## src/rtl/liteeth_sram_tx_reader.sv

```systemverilog
`default_nettype none
// +--------------------------------------------------------------------------+
// | Module : liteeth_sram_tx_reader                                          |
// | Reads a frame out of the packet SRAM read port and streams it as 32-bit  |
// | valid/ready beats. Optional counters: LITEETH_SRAM_READER_STATS_EN.      |
// | Rev    : 1.0                                                             |
// +--------------------------------------------------------------------------+
module liteeth_sram_tx_reader #(
  parameter int ADDR_WIDTH = 9,
  parameter int SLOT_WORDS = 192,
  parameter int NSLOTS     = 2,
  parameter int SLOT_WIDTH = 1,
  parameter int LEN_WIDTH  = 11
) (
  input  logic                  sys_clk,
  input  logic                  sys_rst,
  input  logic                  cmd_valid,
  output logic                  cmd_ready,
  input  logic [SLOT_WIDTH-1:0] cmd_slot,
  input  logic [LEN_WIDTH-1:0]  cmd_length,
  output logic                  sram_csb,
  output logic [ADDR_WIDTH-1:0] sram_addr,
  input  logic [31:0]           sram_dout,
  output logic                  src_valid,
  input  logic                  src_ready,
  output logic [31:0]           src_data,
  output logic                  src_last,
  output logic [3:0]            src_last_be,
  output logic                  done_valid,
  output logic [SLOT_WIDTH-1:0] done_slot,
  output logic                  done_error
`ifdef LITEETH_SRAM_READER_STATS_EN
  ,
  output logic [15:0]           stat_frames,
  output logic [15:0]           stat_errors
`endif
);

  localparam logic [1:0] IDLE  = 2'd0;
  localparam logic [1:0] READ  = 2'd1;
  localparam logic [1:0] DRAIN = 2'd2;

  localparam int               c_word_w  = LEN_WIDTH - 1;
  localparam logic [LEN_WIDTH:0] c_max_len = (LEN_WIDTH+1)'(SLOT_WORDS * 4);

  logic [1:0]            r_state;
  logic [SLOT_WIDTH-1:0] r_slot;
  logic [1:0]            r_len_lsb;
  logic [c_word_w-1:0]   r_words;
  logic [c_word_w-1:0]   r_idx;
  logic [ADDR_WIDTH-1:0] r_base;
  logic [ADDR_WIDTH-1:0] r_addr_hold;
  logic                  r_inflight;
  logic                  r_inflight_last;
  logic                  r_done_valid;
  logic                  r_done_error;
  logic [SLOT_WIDTH-1:0] r_done_slot;

  logic [31:0]           r_fifo_data [3];
  logic [2:0]            r_fifo_last;
  logic [1:0]            r_wr_ptr;
  logic [1:0]            r_rd_ptr;
  logic [1:0]            r_count;

  logic                  w_cmd_fire;
  logic [LEN_WIDTH:0]    w_len_plus3;
  logic [c_word_w-1:0]   w_words;
  logic                  w_illegal;
  logic                  w_issue;
  logic [ADDR_WIDTH-1:0] w_rd_addr;
  logic                  w_push;
  logic                  w_pop;
  logic                  w_head_last;

  function automatic logic [1:0] next_ptr(input logic [1:0] p);
    return (p == 2'd2) ? 2'd0 : p + 2'd1;
  endfunction

  assign cmd_ready   = (r_state == IDLE) && !sys_rst;
  assign w_cmd_fire  = cmd_valid && cmd_ready;
  assign w_len_plus3 = {1'b0, cmd_length} + (LEN_WIDTH+1)'(3);
  assign w_words     = w_len_plus3[LEN_WIDTH:2];
  assign w_illegal   = (cmd_length == '0) ||
                       ({1'b0, cmd_length} > c_max_len) ||
                       (32'(cmd_slot) >= 32'(NSLOTS));

  // Issue depends only on registered occupancy, so src_ready never reaches the SRAM port.
  assign w_issue   = (r_state == READ) &&
                     (({1'b0, r_count} + {2'b00, r_inflight}) < 3'd3);
  assign w_rd_addr = r_base + ADDR_WIDTH'(r_idx);
  assign sram_csb  = !w_issue;
  assign sram_addr = w_issue ? w_rd_addr : r_addr_hold;

  assign w_push      = r_inflight;
  assign w_pop       = src_valid && src_ready;
  assign w_head_last = r_fifo_last[r_rd_ptr];

  assign src_valid = (r_count != 2'd0);
  assign src_data  = src_valid ? r_fifo_data[r_rd_ptr] : 32'd0;
  assign src_last  = src_valid && w_head_last;

  always_comb begin
    src_last_be = 4'b0000;
    if (src_last) begin
      case (r_len_lsb)
        2'd0:    src_last_be = 4'b1000;
        2'd1:    src_last_be = 4'b0001;
        2'd2:    src_last_be = 4'b0010;
        default: src_last_be = 4'b0100;
      endcase
    end
  end

  assign done_valid = r_done_valid;
  assign done_error = r_done_error;
  assign done_slot  = r_done_slot;

  always_ff @(posedge sys_clk or posedge sys_rst) begin
    if (sys_rst) begin
      r_state         <= IDLE;
      r_slot          <= '0;
      r_len_lsb       <= 2'd0;
      r_words         <= '0;
      r_idx           <= '0;
      r_base          <= '0;
      r_addr_hold     <= '0;
      r_inflight      <= 1'b0;
      r_inflight_last <= 1'b0;
      r_done_valid    <= 1'b0;
      r_done_error    <= 1'b0;
      r_done_slot     <= '0;
    end else begin
      r_done_valid    <= 1'b0;
      r_done_error    <= 1'b0;
      r_inflight      <= w_issue;
      r_inflight_last <= w_issue && (r_idx == (r_words - c_word_w'(1)));
      if (w_issue) begin
        r_addr_hold <= w_rd_addr;
        r_idx       <= r_idx + c_word_w'(1);
      end
      case (r_state)
        IDLE: begin
          if (w_cmd_fire) begin
            if (w_illegal) begin
              r_done_valid <= 1'b1;
              r_done_error <= 1'b1;
              r_done_slot  <= cmd_slot;
            end else begin
              r_slot    <= cmd_slot;
              r_len_lsb <= cmd_length[1:0];
              r_words   <= w_words;
              r_idx     <= '0;
              r_base    <= ADDR_WIDTH'(32'(cmd_slot) * SLOT_WORDS);
              r_state   <= READ;
            end
          end
        end
        READ: begin
          if (w_issue && ((r_idx + c_word_w'(1)) == r_words)) begin
            r_state <= DRAIN;
          end
        end
        DRAIN: begin
          // The last beat can only leave after every read has landed, so its handshake ends the frame.
          if (w_pop && w_head_last) begin
            r_done_valid <= 1'b1;
            r_done_slot  <= r_slot;
          end
          if (r_done_valid) begin
            r_state <= IDLE;
          end
        end
        default: r_state <= IDLE;
      endcase
    end
  end

  always_ff @(posedge sys_clk or posedge sys_rst) begin
    if (sys_rst) begin
      r_wr_ptr    <= 2'd0;
      r_rd_ptr    <= 2'd0;
      r_count     <= 2'd0;
      r_fifo_last <= 3'b000;
    end else begin
      if (w_push) begin
        r_fifo_last[r_wr_ptr] <= r_inflight_last;
        r_wr_ptr              <= next_ptr(r_wr_ptr);
      end
      if (w_pop) begin
        r_rd_ptr <= next_ptr(r_rd_ptr);
      end
      case ({w_push, w_pop})
        2'b10:   r_count <= r_count + 2'd1;
        2'b01:   r_count <= r_count - 2'd1;
        default: r_count <= r_count;
      endcase
    end
  end

  always_ff @(posedge sys_clk) begin
    if (w_push) begin
      r_fifo_data[r_wr_ptr] <= sram_dout;
    end
  end

`ifdef LITEETH_SRAM_READER_STATS_EN
  logic [15:0] r_stat_frames;
  logic [15:0] r_stat_errors;

  always_ff @(posedge sys_clk or posedge sys_rst) begin
    if (sys_rst) begin
      r_stat_frames <= 16'd0;
      r_stat_errors <= 16'd0;
    end else if (r_done_valid) begin
      if (r_done_error) r_stat_errors <= r_stat_errors + 16'd1;
      else              r_stat_frames <= r_stat_frames + 16'd1;
    end
  end

  assign stat_frames = r_stat_frames;
  assign stat_errors = r_stat_errors;
`endif

endmodule
`default_nettype wire

```

## config.mk

```make
export PLATFORM = sky130hd
export DESIGN_NAME = liteeth_sram_tx_reader
export DESIGN_NICKNAME = d
export VERILOG_FILES = /design/src/rtl/liteeth_sram_tx_reader.sv
export SDC_FILE = /design/constraint.sdc
export NUM_CORES = 1
export LEC_CHECK = 0
export CORE_MARGIN = 4
export CORE_UTILIZATION = 50
export CTS_BUF_LIST = sky130_fd_sc_hd__clkbuf_8
export DETAILED_ROUTE_END_ITERATION = 10
export GPL_TIMING_DRIVEN = 0
export PLACE_DENSITY = 0.77
export SLEW_MARGIN = 40
export SYNTH_ARGS = -nofsm -noshare
export SYNTH_HDL_FRONTEND = slang
export SYNTH_SLANG_ARGS = --single-unit
```

## constraint.sdc

```tcl
create_clock -name sys_clk -period 9.3 [get_ports sys_clk]
set_input_delay 2.79 -clock sys_clk [delete_from_list [all_inputs] [get_ports sys_clk]]
set_output_delay 2.79 -clock sys_clk [all_outputs]
set_load 0.05 [all_outputs]
```

Word level (Yosys, flattened, before mapping) --
Memory sizes are Yosys's and may differ from the RTL's. Index checks and enable logic that the tools add are counted.
Cells by class: $add $sub $neg 9, $mul 1, $lt $le $gt $ge 5, eq/ne operators 16, multiplexer cells 32, bitwise gates (word level) 1, reduce and logical (&&, ||, !) cells 21
Operator list (number):
- 10-bit two-way mux | 4
- 32-bit two-way mux | 1
- 10-bit equality test | 2
- 11-bit by 2-bit adder with 12-bit output (second input constant) | 1
- 2-bit two-way mux | 6
- 4-bit one-hot mux with 3 select lines | 1
- 11-bit by 10-bit > comparator with 1-bit output (second input constant) | 1
- 11-bit zero test | 1
- 1-bit two-way mux | 11
- 10-bit by 1-bit adder with 10-bit output (second input constant) | 1
- 2-bit equality test (second input constant) | 5
- 2-bit inequality test (second input constant) | 5
- 10-bit by 1-bit subtractor with 10-bit output (second input constant) | 1
- 9-bit adder | 1
- 1-bit logical AND | 9
- 9-bit two-way mux | 1
- 4-bit AND reduction | 2
- 2-bit by 1-bit adder with 2-bit output (second input constant) | 3
- 2-bit by 1-bit equality test with 1-bit output (second input constant) | 3
- 2-bit by 3-bit less-than comparator with 1-bit output (second input constant) | 2
- 2-bit one-hot mux with 3 select lines | 1
- 2-bit nonzero test | 3
- 2-bit zero test | 2
- 4-bit two-way mux | 1
- other kinds (15) | 17
Storage, ports and cells: register bits 51, bits in writable memories 96, output and inout bits 52, memories kept 1
Memory list:
- r_fifo_data | words 3, width 32, read ports 1, clocked after Yosys merged registers in 0, wr ports 1, RTL line 59 | logic [31:0] r_fifo_data [3];

Depth between registers and ports, before layout --
word-level depth 7, depth in mapped cells 9, depth with buffers taken out 8

Least setup slack after synthesis --
Ideal clock, no wire load.
path type input to output, from input sys_rst, to output cmd_ready, arrival time 3.425 ns, setup slack 3.085 ns, cell stages on the path 1, path through nor3_2
On the way: cells in the longest elaborated chain, start to end 2
RTL lines:
- from (decl) | RTL line 16 | input logic sys_rst,
- 1-bit zero test (no source line)
- 1-bit logical AND | RTL line 79 | assign cmd_ready = (r_state == IDLE) && !sys_rst;
- to (decl) | RTL line 18 | output logic cmd_ready,
Every way passes these cells.

Worst setup path in the final report --
Ends and elaborated chain as after synthesis.

==> flow_metrics.env <==
export IMPL_status="finished, final reports clean"
export IMPL_synth_edf_count=96
export IMPL_postCtsSetupRepairBufs=0
export IMPL_hpwl_microns=10100
export IMPL_drt_wl_total_microns=14400
export IMPL_drtIter0Drc=345
export IMPL_async_reset_ff_share_pct=33.3
export IMPL_start_kind="input port"
export IMPL_endpoint_kind="primary output"
export IMPL_cts_resized=0
export IMPL_setup_viol=0
export IMPL_timing_final_crit_share_pct=76.7
export IMPL_clk_path_buf_depth=2
export IMPL_cts_tree="done"
export IMPL_tightest_slew_ps=776
export IMPL_clock_sinks=144
export IMPL_vias=4601
export IMPL_firstDrtPassIters=4
export IMPL_hold_viol=0
export IMPL_synth_top_area_share_pct=43.5
export IMPL_yosys_warnings=0
export IMPL_core_area_sq_um=12800
export IMPL_vdd_ir_drop_max_mv=0.257
export IMPL_slew_violations=0
export IMPL_grt_max_degree=34
export IMPL_synth_top_cell_by_area="edfxtp_1"
export IMPL_viasPerCell=5.32
export IMPL_numCtsBuffers=17
export IMPL_critPathBufInv=2
export IMPL_synth_common_cells="edfxtp_1 (96), nor2_1 (95), dfrtp_1 (48), nand2_1 (47), a21oi_1 (35)"
export IMPL_syn_num_nets=609
export IMPL_postRouteAntennaNets=0
export IMPL_reg2reg_slack_ps=7140
export IMPL_yosysUniqueCellTypes=64
export IMPL_io_pins=100
export IMPL_cts_hold_buf=0
export IMPL_syn_avg_cell_area_sq_um=12.0
export IMPL_criticalPathCategory="input port to primary output"
export IMPL_clk_pin_slew_ps=80
export IMPL_hold_path_class="flop to flop"
export IMPL_antenna_found_initial=0
export IMPL_crit_fanout=2
export IMPL_final_util_pct=65.5
export IMPL_die_y_microns=123
export IMPL_remaining_drc_errors=0
export IMPL_finClkSkew_ps=9.13
export IMPL_synth_most_common_cell="edfxtp_1"
export IMPL_avgRoutedWirePerCell_microns=16.7
export IMPL_grt_pass1_vias=4864
export IMPL_grt_pass1_wl_microns=23400
export IMPL_crit_required_ps=6510
export IMPL_crit_chain="clkdlybuf4s50_1 > nor3_2 > clkdlybuf4s50_1"
export IMPL_cts_root_buf="clkbuf_8"
export IMPL_fp_dieW_microns=123
export IMPL_clock_latency_ps=440
export IMPL_ys_flop_type="edfxtp_1"
export IMPL_grt_remaining_overflow=0
export IMPL_track_usage_pct=20.0
export IMPL_dieArea_sq_um=15100
export IMPL_rsz0062_at_grt="no"
export IMPL_io_buffers=99
export IMPL_num_antenna_cells=0
export IMPL_crit_top_cell="clkdlybuf4s50_1"
export IMPL_gp_congestion=0.818
export IMPL_leakage_uw=0.00326
export IMPL_setup_tns_final_ps=0
export IMPL_crit_family="buffers and inverters"
export IMPL_fillers=970
export IMPL_rows=41
export IMPL_syn_to_final_growth_pct=26.3
export IMPL_synth_seq_area_share_pct=61.7
export IMPL_synth_area_leaders="edfxtp_1 (44%), dfrtp_1 (18%), nor2_1 (5.4%)"
export IMPL_synthCells=554
export IMPL_ys_ff_latch=144
export IMPL_synth_area_sq_um=6620
export IMPL_num_nets_final=735
export IMPL_drive_above_1_share_pct=12.7
export IMPL_cpPeakStageDelay_ps=850
export IMPL_max_slew_margin_pct=48.2
export IMPL_htree_num_levels=4
export IMPL_crit_slowest_cell="clkdlybuf4s50_1"
export IMPL_timing_fmax_mhz=140
export IMPL_cp_data_arrival_time_ps=4350
export IMPL_initial_core_util_pct=51.8
export IMPL_powerDensity_nw_per_um2=399
export IMPL_maxCapViolations=0
export IMPL_period_needed_ps=7140
worst reg2reg max path, stage by stage (launching register included):
cell	delay, ps
dfrtp_1	440
nor2_1	620
inv_1	130
nand2_1	220
inv_1	80
ha_1	300
nor2_1	140
xor2_1	160
cells by family (layout without fill, tap and decap cells):
family | Yosys count | in the layout | share of synthesized area (%)
AOI/OAI and AO/OA | 78 | 78 | 7.73
xor gates and xnor gates | 39 | 39 | 5.38
adders and majority gates | 7 | 7 | 1.44
buffers and inverters | 48 | 187 | 3.42
DFF | 144 | 144 | 61.7
muxes | 40 | 40 | 6.18
and+or+nand+nor | 198 | 198 | 14.2
worst paths after layout:
path	from	to	cells after the start
min in group asynchronous	sys_rst	done_error	2
max in group asynchronous	sys_rst	r_idx[8]	3
worst min-delay path	r_addr_hold[2]	r_addr_hold[2]	2
worst max register to register	r_count[0]	r_count[1]	7
worst min register to register	r_addr_hold[2]	r_addr_hold[2]	2
worst max-delay path	sys_rst	cmd_ready	3
layout make-up:
cell class | count | area (sq um) | share of cell area [%]
Sequential cell | 144 | 4080 | 48.8
Buffer | 33 | 170 | 2.03
Clock inverter | 15 | 190 | 2.27
Tap cell | 172 | 215 | 2.57
Inverter | 15 | 58.8 | 0.703
Timing Repair Buffer | 107 | 1090 | 13.0
Clock buffer | 17 | 234 | 2.80
Multi-Input combinational cell | 362 | 2320 | 27.8
cell usage in the layout, fill, tap and decap left out, drive strengths merged, types with 4 or more instances in the layout:
master / netlist / final
inv: 15 / 25
a21oi: 41 / 41
edfxtp: 96 / 96
dfrtp: 48 / 48
nand2b: 4 / 4
buf: 21 / 29
nand4: 5 / 5
clkdlybuf4s50: 0 / 99
and3: 4 / 4
nand3: 8 / 8
nor4: 10 / 10
mux2: 7 / 7
xor2: 19 / 19
o21ai: 9 / 9
clkbuf: 12 / 29
xnor2: 20 / 20
mux2i: 33 / 33
ha: 6 / 6
nor2: 95 / 95
nand2: 47 / 47
nor3: 8 / 8
power by group:
part           internal [uW]  switching, uW  leakage, uW
clock                    253            267     0.000213
sequential               901           71.4      0.00149
combinational            607           1240      0.00156
total                   1760           1580      0.00326
per-layer routing:
layer	GRT usage, %	vias up	wire [microns]
met4	7.61	0	269
met1	25.0	2250	6270
met5	0	-	0
met3	4.62	18	679
met2	33.9	110	7200
li1	-	2223	-
through the flow:
| step | cells | area, sq um | setup WS (ps) | power (uW) | hold slack [ps] |
|---|---|---|---|---|---|
| after global placement | 825 | 7830 | 2240 | 2770 | 432 |
| after floorplan | 554 | 6620 | 3080 | 2250 | 470 |
| after CTS | 865 | 8370 | 2170 | 3360 | 470 |
| final | 865 | 8370 | 2160 | 3340 | 476 |
| after global routing | 865 | 8370 | 2100 | 3530 | 499 |
| after detailed placement | 833 | 7940 | 2190 | 2840 | 450 |
state kept, by name, summed over array words and instances, names as in the netlist:
| register | flops |
|---|---|
| done_error | 1 |
| done_slot | 1 |
| done_valid | 1 |
| r_addr_hold | 9 |
| r_base | 1 |
| r_count | 2 |
| r_fifo_data | 96 |
| r_fifo_last | 3 |
| r_idx | 10 |
| r_inflight | 1 |
| r_inflight_last | 1 |
| r_len_lsb | 2 |
| r_rd_ptr | 2 |
| r_state | 2 |
| r_words | 10 |
| r_wr_ptr | 2 |
(Power assumes the default switching activity.)
